--- config.mk ---
export PLATFORM = sky130hd
export DESIGN_NAME = vga_scene_timing_ctrl_flat
export DESIGN_NICKNAME = d
export VERILOG_FILES = /design/src/rtl/vga_scene_timing_ctrl_pkg.sv /design/src/rtl/vga_scene_timing_ctrl_if.sv /design/src/rtl/vga_scene_timing_ctrl_sync_2ff.sv /design/src/rtl/vga_scene_timing_ctrl.sv /design/src/flat_wrapper.sv
export SDC_FILE = /design/constraint.sdc
export NUM_CORES = 1
export LEC_CHECK = 0
export CORE_MARGIN = 1.5
export CORE_UTILIZATION = 40
export DETAILED_ROUTE_END_ITERATION = 10
export PLACE_DENSITY = 0.63
export SETUP_SLACK_MARGIN = 0.05
export SLEW_MARGIN = 5
export SYNTH_ARGS = -nofsm -noshare
export SYNTH_HDL_FRONTEND = slang
export SYNTH_HIERARCHICAL = 1
export SYNTH_SLANG_ARGS = --single-unit
--- constraint.sdc ---
create_clock -name clk -period 2.1 [get_ports clk]
set_input_delay 0.525 -clock clk [delete_from_list [all_inputs] [get_ports clk]]
set_output_delay 0.525 -clock clk [all_outputs]
set_load 0.01 [all_outputs]
--- src/rtl/vga_scene_timing_ctrl_pkg.sv ---
// Shared raster timing constants, widths and helpers for the VGA scene timing controller.
// Defaults describe 640x480@60 with a 25.175 MHz pixel clock.
package vga_timing_pkg;

  localparam int CNT_W   = 10;
  localparam int SCENE_W = 2;
  localparam int AUDIO_W = 2;
  localparam int FCNT_W  = 8;

  localparam int H_ACTIVE_DEF = 640;
  localparam int H_FP_DEF     = 16;
  localparam int H_SYNC_DEF   = 96;
  localparam int H_BP_DEF     = 48;
  localparam int V_ACTIVE_DEF = 480;
  localparam int V_FP_DEF     = 10;
  localparam int V_SYNC_DEF   = 2;
  localparam int V_BP_DEF     = 33;

  // Undelayed timing flags decoded straight from the raster counters.
  typedef struct packed {
    logic de;
    logic hs;
    logic vs;
  } raw_timing_t;

  function automatic int h_total(input int active, input int fp, input int sync, input int bp);
    return active + fp + sync + bp;
  endfunction

  function automatic int v_total(input int active, input int fp, input int sync, input int bp);
    return active + fp + sync + bp;
  endfunction

endpackage

--- src/rtl/vga_scene_timing_ctrl_if.sv ---
// Raster/timing bundle between the timing controller (master) and the pattern/audio generators.
// Request pins enter here; counters, sync strobes and committed selects leave here.
interface vga_scene_timing_ctrl_if;
  import vga_timing_pkg::*;

  logic [SCENE_W-1:0] scene_req;
  logic [AUDIO_W-1:0] audio_req;
  logic [CNT_W-1:0]   x;
  logic [CNT_W-1:0]   y;
  logic               line_end;
  logic               frame_end;
  logic               hsync;
  logic               vsync;
  logic               display_en;
  logic [SCENE_W-1:0] scene_sel;
  logic [AUDIO_W-1:0] audio_sel;
  logic [FCNT_W-1:0]  frame_cnt;

  modport master (
    input  scene_req, audio_req,
    output x, y, line_end, frame_end, hsync, vsync, display_en,
           scene_sel, audio_sel, frame_cnt
  );

  modport slave (
    output scene_req, audio_req,
    input  x, y, line_end, frame_end, hsync, vsync, display_en,
           scene_sel, audio_sel, frame_cnt
  );

endinterface

--- src/rtl/vga_scene_timing_ctrl_sync_2ff.sv ---
// Two-flop synchroniser for asynchronous level inputs; 2 clk latency, no flow control.
// Both stages reset to 0 so a freshly reset design never sees a stale request.
module sync_2ff #(
  parameter int WIDTH = 1
) (
  input  logic             clk,
  input  logic             rst,
  input  logic [WIDTH-1:0] d_i,
  output logic [WIDTH-1:0] q_o
);

  logic [WIDTH-1:0] meta_q;
  logic [WIDTH-1:0] sync_q;

  always_ff @(posedge clk or posedge rst) begin
    if (rst) begin
      meta_q <= '0;
      sync_q <= '0;
    end else begin
      meta_q <= d_i;
      sync_q <= meta_q;
    end
  end

  assign q_o = sync_q;

endmodule

--- src/rtl/vga_scene_timing_ctrl.sv ---
// Free-running raster timing and frame-boundary scene/audio commit for the VGA/audio datapath.
// x/y and strobes are undelayed; hsync/vsync/display_en lag by PIPE_DLY clocks; no backpressure.
module vga_scene_timing_ctrl
  import vga_timing_pkg::*;
#(
  parameter int H_ACTIVE = H_ACTIVE_DEF,
  parameter int H_FP     = H_FP_DEF,
  parameter int H_SYNC   = H_SYNC_DEF,
  parameter int H_BP     = H_BP_DEF,
  parameter int V_ACTIVE = V_ACTIVE_DEF,
  parameter int V_FP     = V_FP_DEF,
  parameter int V_SYNC   = V_SYNC_DEF,
  parameter int V_BP     = V_BP_DEF,
  parameter bit SYNC_ACT = 1'b0,
  parameter int PIPE_DLY = 1
) (
  input logic                     clk,
  input logic                     rst,
  vga_scene_timing_ctrl_if.master bus
);

  localparam int H_TOTAL = h_total(H_ACTIVE, H_FP, H_SYNC, H_BP);
  localparam int V_TOTAL = v_total(V_ACTIVE, V_FP, V_SYNC, V_BP);
  localparam int REQ_W   = SCENE_W + AUDIO_W;

  localparam logic [CNT_W-1:0] H_LAST    = CNT_W'(H_TOTAL - 1);
  localparam logic [CNT_W-1:0] V_LAST    = CNT_W'(V_TOTAL - 1);
  localparam logic [CNT_W-1:0] H_ACT_END = CNT_W'(H_ACTIVE);
  localparam logic [CNT_W-1:0] V_ACT_END = CNT_W'(V_ACTIVE);
  localparam logic [CNT_W-1:0] HS_FIRST  = CNT_W'(H_ACTIVE + H_FP);
  localparam logic [CNT_W-1:0] HS_LAST   = CNT_W'(H_ACTIVE + H_FP + H_SYNC - 1);
  localparam logic [CNT_W-1:0] VS_FIRST  = CNT_W'(V_ACTIVE + V_FP);
  localparam logic [CNT_W-1:0] VS_LAST   = CNT_W'(V_ACTIVE + V_FP + V_SYNC - 1);

  logic [CNT_W-1:0]   x_q, x_d;
  logic [CNT_W-1:0]   y_q, y_d;
  logic               line_end;
  logic               frame_end;
  raw_timing_t        raw;
  raw_timing_t        del;
  raw_timing_t        dly_q [PIPE_DLY];
  logic [REQ_W-1:0]   req_sync;
  logic [SCENE_W-1:0] scene_sel_q;
  logic [AUDIO_W-1:0] audio_sel_q;
  logic [FCNT_W-1:0]  frame_cnt_q;

  // Raster counters
  assign line_end  = (x_q == H_LAST);
  assign frame_end = line_end && (y_q == V_LAST);

  always_comb begin
    x_d = x_q + CNT_W'(1);
    y_d = y_q;
    if (line_end) begin
      x_d = '0;
      y_d = (y_q == V_LAST) ? '0 : y_q + CNT_W'(1);
    end
  end

  always_ff @(posedge clk or posedge rst) begin
    if (rst) begin
      x_q <= '0;
      y_q <= '0;
    end else begin
      x_q <= x_d;
      y_q <= y_d;
    end
  end

  always_comb begin
    raw    = '0;
    raw.de = (x_q < H_ACT_END) && (y_q < V_ACT_END);
    raw.hs = (x_q >= HS_FIRST) && (x_q <= HS_LAST);
    raw.vs = (y_q >= VS_FIRST) && (y_q <= VS_LAST);
  end

  // Delay line keeps sync/enable aligned with the registered RGB of the pattern pipeline.
  always_ff @(posedge clk or posedge rst) begin
    if (rst) begin
      for (int i = 0; i < PIPE_DLY; i++) dly_q[i] <= '0;
    end else begin
      dly_q[0] <= raw;
      for (int i = 1; i < PIPE_DLY; i++) dly_q[i] <= dly_q[i-1];
    end
  end

  assign del = dly_q[PIPE_DLY-1];

  sync_2ff #(
    .WIDTH (REQ_W)
  ) u_req_sync (
    .clk (clk),
    .rst (rst),
    .d_i ({bus.scene_req, bus.audio_req}),
    .q_o (req_sync)
  );

  // Selections only move on the last pixel of a frame, so a frame never mixes two scenes.
  always_ff @(posedge clk or posedge rst) begin
    if (rst) begin
      scene_sel_q <= '0;
      audio_sel_q <= '0;
      frame_cnt_q <= '0;
    end else if (frame_end) begin
      scene_sel_q <= req_sync[REQ_W-1:AUDIO_W];
      audio_sel_q <= req_sync[AUDIO_W-1:0];
      frame_cnt_q <= frame_cnt_q + FCNT_W'(1);
    end
  end

  assign bus.x          = x_q;
  assign bus.y          = y_q;
  assign bus.line_end   = line_end;
  assign bus.frame_end  = frame_end;
  assign bus.hsync      = del.hs ? SYNC_ACT : ~SYNC_ACT;
  assign bus.vsync      = del.vs ? SYNC_ACT : ~SYNC_ACT;
  assign bus.display_en = del.de;
  assign bus.scene_sel  = scene_sel_q;
  assign bus.audio_sel  = audio_sel_q;
  assign bus.frame_cnt  = frame_cnt_q;

endmodule
--- src/flat_wrapper.sv ---
// flat-port wrapper written by rule: the top's interface ports become plain ports
module vga_scene_timing_ctrl_flat import vga_timing_pkg::*;
#(
  parameter int H_ACTIVE = H_ACTIVE_DEF,
  parameter int H_FP     = H_FP_DEF,
  parameter int H_SYNC   = H_SYNC_DEF,
  parameter int H_BP     = H_BP_DEF,
  parameter int V_ACTIVE = V_ACTIVE_DEF,
  parameter int V_FP     = V_FP_DEF,
  parameter int V_SYNC   = V_SYNC_DEF,
  parameter int V_BP     = V_BP_DEF,
  parameter bit SYNC_ACT = 1'b0,
  parameter int PIPE_DLY = 1
)
  (clk, rst, bus_scene_req, bus_audio_req, bus_x, bus_y, bus_line_end, bus_frame_end, bus_hsync, bus_vsync, bus_display_en, bus_scene_sel, bus_audio_sel, bus_frame_cnt);
  vga_scene_timing_ctrl_if bus_i ();
  input logic clk;
  input logic rst;
  input wire logic [$bits(bus_i.scene_req)-1:0] bus_scene_req;
  input wire logic [$bits(bus_i.audio_req)-1:0] bus_audio_req;
  output wire logic [$bits(bus_i.x)-1:0] bus_x;
  output wire logic [$bits(bus_i.y)-1:0] bus_y;
  output wire logic [$bits(bus_i.line_end)-1:0] bus_line_end;
  output wire logic [$bits(bus_i.frame_end)-1:0] bus_frame_end;
  output wire logic [$bits(bus_i.hsync)-1:0] bus_hsync;
  output wire logic [$bits(bus_i.vsync)-1:0] bus_vsync;
  output wire logic [$bits(bus_i.display_en)-1:0] bus_display_en;
  output wire logic [$bits(bus_i.scene_sel)-1:0] bus_scene_sel;
  output wire logic [$bits(bus_i.audio_sel)-1:0] bus_audio_sel;
  output wire logic [$bits(bus_i.frame_cnt)-1:0] bus_frame_cnt;
  assign bus_i.scene_req = bus_scene_req;
  assign bus_i.audio_req = bus_audio_req;
  assign bus_x = bus_i.x;
  assign bus_y = bus_i.y;
  assign bus_line_end = bus_i.line_end;
  assign bus_frame_end = bus_i.frame_end;
  assign bus_hsync = bus_i.hsync;
  assign bus_vsync = bus_i.vsync;
  assign bus_display_en = bus_i.display_en;
  assign bus_scene_sel = bus_i.scene_sel;
  assign bus_audio_sel = bus_i.audio_sel;
  assign bus_frame_cnt = bus_i.frame_cnt;
  vga_scene_timing_ctrl #(.H_ACTIVE(H_ACTIVE), .H_FP(H_FP), .H_SYNC(H_SYNC), .H_BP(H_BP), .V_ACTIVE(V_ACTIVE), .V_FP(V_FP), .V_SYNC(V_SYNC), .V_BP(V_BP), .SYNC_ACT(SYNC_ACT), .PIPE_DLY(PIPE_DLY)) u_core (.clk(clk), .rst(rst), .bus(bus_i));
endmodule
==> summary by stage <==
Run
The tool flagged a number of max-cap violations equal to 0.

Power and ir drop
The fraction of power consumed by sequential logic is 55.8%. The analysis attributes to cell leakage a power of 1.317 nW. For this design the ratio of total power to cell area is 538.3 nW/um^2.

In this run switching power makes up 20.40% of total power. After layout, the design draws a total of 1.501 mW. The worst-case IR drop observed on VDD is 499.6 uV. Cell internal power was estimated by the tool at 1.195 mW. The power share of the clock group is 42.2%. The net switching power is 306.1 uW. Per report_power, the combinational group accounts for 2.0% of the total.

Clock tree
Counting the buffers created by CTS gives 5. The clock passes through at most 2 buffers. TritonCTS built the clock tree.

The clock net in this run drives a total of 43 sinks. The master cell of the clock root buffer is clkbuf_8. The H-tree depth reported by CTS is 2. The clock latency at the later pin of the worst-skew pair is 300 ps. The hold buffer count at cts is 0. The clock-pin slew on the worst setup and hold paths is 80 ps.

STA
The part of the cycle the worst path needs is 107.5%. The achievable clock frequency is 443.0 MHz. The final max-slew violation count is 0. The post-route minimum period is 2257 ps. Setup repair after global routing could not meet its margin everywhere. The number of endpoints failing setup at the final stage is 10.

The smallest setup slack after layout is -157.3 ps. Headroom to the max-slew limit came out at 72.37%. For the pin with the worst max-slew slack, the measured transition is 414.0 ps. The clock arrives with 3.815 ps of skew. The total count of hold-check failures in the final report is 0.

Critical path
The critical path capture point type is a primary output. The signal on the critical path passes through or3_4 > or4_4 > nor2_2 > buf_2. Counting both buffers and inverters, the worst setup path holds a total of 1.

At the worst endpoint, the arrival time is 1730 ps. The delay of the slowest critical-path stage is 440 ps. The setup path with the least slack is of type flop to primary output.

STA puts the critical path data required time at 1570 ps. The slowest stage cell on the critical path is or4_4. The cell class contributing the biggest share of worst-path delay is simple AND/OR/NAND/NOR gates. Along the worst path, the maximum fanout reaches 2. STA classifies the critical path startpoint as a flop.

Routing
Before antenna repair, the detailed router went through 9 iterations. The DRC violation total after the first TritonRoute iteration is 129. The remaining number of nets flagged by the antenna check after routing is 0. Dividing the detail-routed wire length by the instance count gives 14.81 um.

The via count is 1,492. For this block, the routed nets add up to 4370 um of wire. The residual DRC count is 2.

After detailed routing, the number of vias per cell comes to 5.058.

Global routing
The pin count of the biggest net entering global routing is 28. The number of global-route vias before repair is 1,467. The total track usage is 17.89%. The total congestion overflow after global routing is 0. The first global-routing pass estimated 7051 um of wire.

The number of antenna violations at the first check in global routing came to 0.

Floorplan
The die area is 5128 um^2. The site row count is 24. In this run the standard cell core region covers 4444 um^2. The floorplan step set the die width to 71.61 um.

The starting density of the core is 42.37%. The die is 71.61 um tall. For this design the top-level I/O count stands at 43.

Logic synthesis
The number of enable-type register cells in the synthesized netlist is 0. The number of synthesized register bits is 43. The commonest cells after synthesis are 43 x dfrtp_1, 13 x xor2_1, 11 x nand3_1, 10 x inv_1, 9 x nand2_1.

In this run the biggest area consumer among cell types represents 57.14% of the synthesized area. The most used flip-flop cell after synthesis is dfrtp_1. The total nets after synthesis is 173.

The area of the mapped netlist is 1883 um^2. The fraction of synthesis flops using an asynchronous set or reset pin is 100.0%. Synthesis produced 162 cells. The mean instance size in the synthesized netlist is 11.62 um^2.

Sequential elements use 57.14% of the synthesized area. By area the synthesized netlist is led by dfrtp_1 57%, xor2_1 6.0%, ha_1 3.3%. The cell taking the most area after synthesis is dfrtp_1. The netlist uses 30 different library cells. During synthesis, Yosys emitted a total of 6 warnings. The most common cell in the synthesized netlist is dfrtp_1.

Layout
The number of antenna diodes in the final layout is 0. Relative to the synthesized area, the layout overhead comes to 48.04%. Cells with a size suffix above 1 make up 26.34% of the layout. The final core utilization is 62.73%. The net count of the finished layout is 254.

Placed design
The half-perimeter wire length after detailed placement is 3166 um. The worst slack at placement is -236.5 ps. The count of buffers from port buffering is 42. The global placer's final weighted congestion is 0.8646.

Run status
The flow ran to the end, but the final reports show violations. The checks that failed: DRC, setup timing.

Hold path
The class of the worst hold path is flop to flop.
## worst register-to-register path: cells and delay by family, from the launching register on
family,cells,cell delay [ps]
flip-flops,1,390
multiplexers,1,340
AND/OR/NAND/NOR,3,1100
buffers and inverters,2,300
## area by class of cell
cell class                      count  area, um^2
Fill cell                         351        1657
Sequential cell                    43        1079
Multi-Input combinational cell    106       794.5
Timing Repair Buffer               77       705.7
Clock buffer                        5       68.82
Tap cell                           52       65.06
Clock inverter                      2       37.54
Inverter                           10       37.54
## placed cells by master (no fill, tap or decap), drive strengths merged, types with 2 or more instances in the layout
cell type       n
o21ai           8
and3b           2
nand4           6
nor2            8
clkbuf          5
a21oi           3
and4            3
nor4            3
nor2b           3
dfrtp          43
nand2           9
nand3          11
and3            4
mux2            5
clkdlybuf4s50  40
xor2           13
buf            37
inv            10
nor3            8
or3             4
ha              5
xnor2           5
## stage by stage
stage	cell area [um^2]	TNS [ps]	cells	hold WS (ps)
2_1_floorplan	1888	0	162	331.2
3_3_place_gp	2615	-239.9	286	332.2
3_5_place_dp	2615	-287.5	286	334.7
4_1_cts	2730	-158.1	294	354.6
5_1_grt	2788	-1652	295	362.2
6_report	2788	-910.3	295	353.1
## flip-flops by register name, indices dropped and copies added, names as in the netlist
signal                    count
u_core/bus.scene_sel          2
u_core/bus.y                 10
u_core/bus.display_en         1
u_core/bus.audio_sel          2
u_core/u_req_sync/meta_q      4
u_core/u_req_sync/q_o         4
u_core/bus.frame_cnt          8
u_core/bus.x                 10
u_core/del                    2
## power groups by stage
stage / clock, mW / combinational, mW / sequential, mW
after floorplan: 0 / 0.0124 / 0.853
after global placement: 0 / 0.0306 / 0.853
after detailed placement: 0 / 0.0318 / 0.853
after CTS: 0.653 / 0.0322 / 0.837
after global routing: 0.686 / 0.0348 / 0.838
final: 0.633 / 0.0304 / 0.837
## final timing paths
check | slack (ps) | startpoint | cells past startpoint | to
min in group asynchronous | 490 | rst | 2 | u_core/u_req_sync/meta_q[1]
max reg2reg | -140 | u_core/bus.y[6] | 6 | u_core/bus.audio_sel[0]
max | -160 | u_core/bus.y[6] | 4 | bus_frame_end
max in group asynchronous | 1060 | rst | 3 | u_core/bus.y[0]
min | 350 | u_core/u_req_sync/meta_q[2] | 0 | u_core/u_req_sync/q_o[2]
min reg2reg | 350 | u_core/u_req_sync/meta_q[2] | 0 | u_core/u_req_sync/q_o[2]
## logic make-up (layout without fill, tap and decap cells)
family	count (synthesis)	count (layout)	share of synthesized area [%]
XOR/XNOR	18	18	8.372
flip-flops	43	43	57.14
multiplexers	6	6	3.521
adder cells (fa/ha/maj)	5	5	3.322
AO/OA/AOI/OAI	12	12	3.389
buffers and inverters	13	94	2.990
AND/OR/NAND/NOR	65	65	21.26
## what timing repair did
| action | 4_1_cts | 5_1_grt |
|---|---|---|
| gates resized for setup | 8 | 16 |
| gates cloned | 0 | 0 |
| endpoints found under the setup margin | 7 | 9 |
| pin swaps | 1 | 4 |
| setup buffers | 1 | 1 |
## metal layers
layer / global-route usage (%) / routed length (um) / vias to the layer above
li1: - / - / 724
met1: 25.02 / 2111 / 721
met2: 27.06 / 2008 / 40
met3: 4.219 / 183 / 7
met4: 6.918 / 66 / 0
met5: 0 / 0 / -
Note: power is estimated with default switching activity, not from simulation.
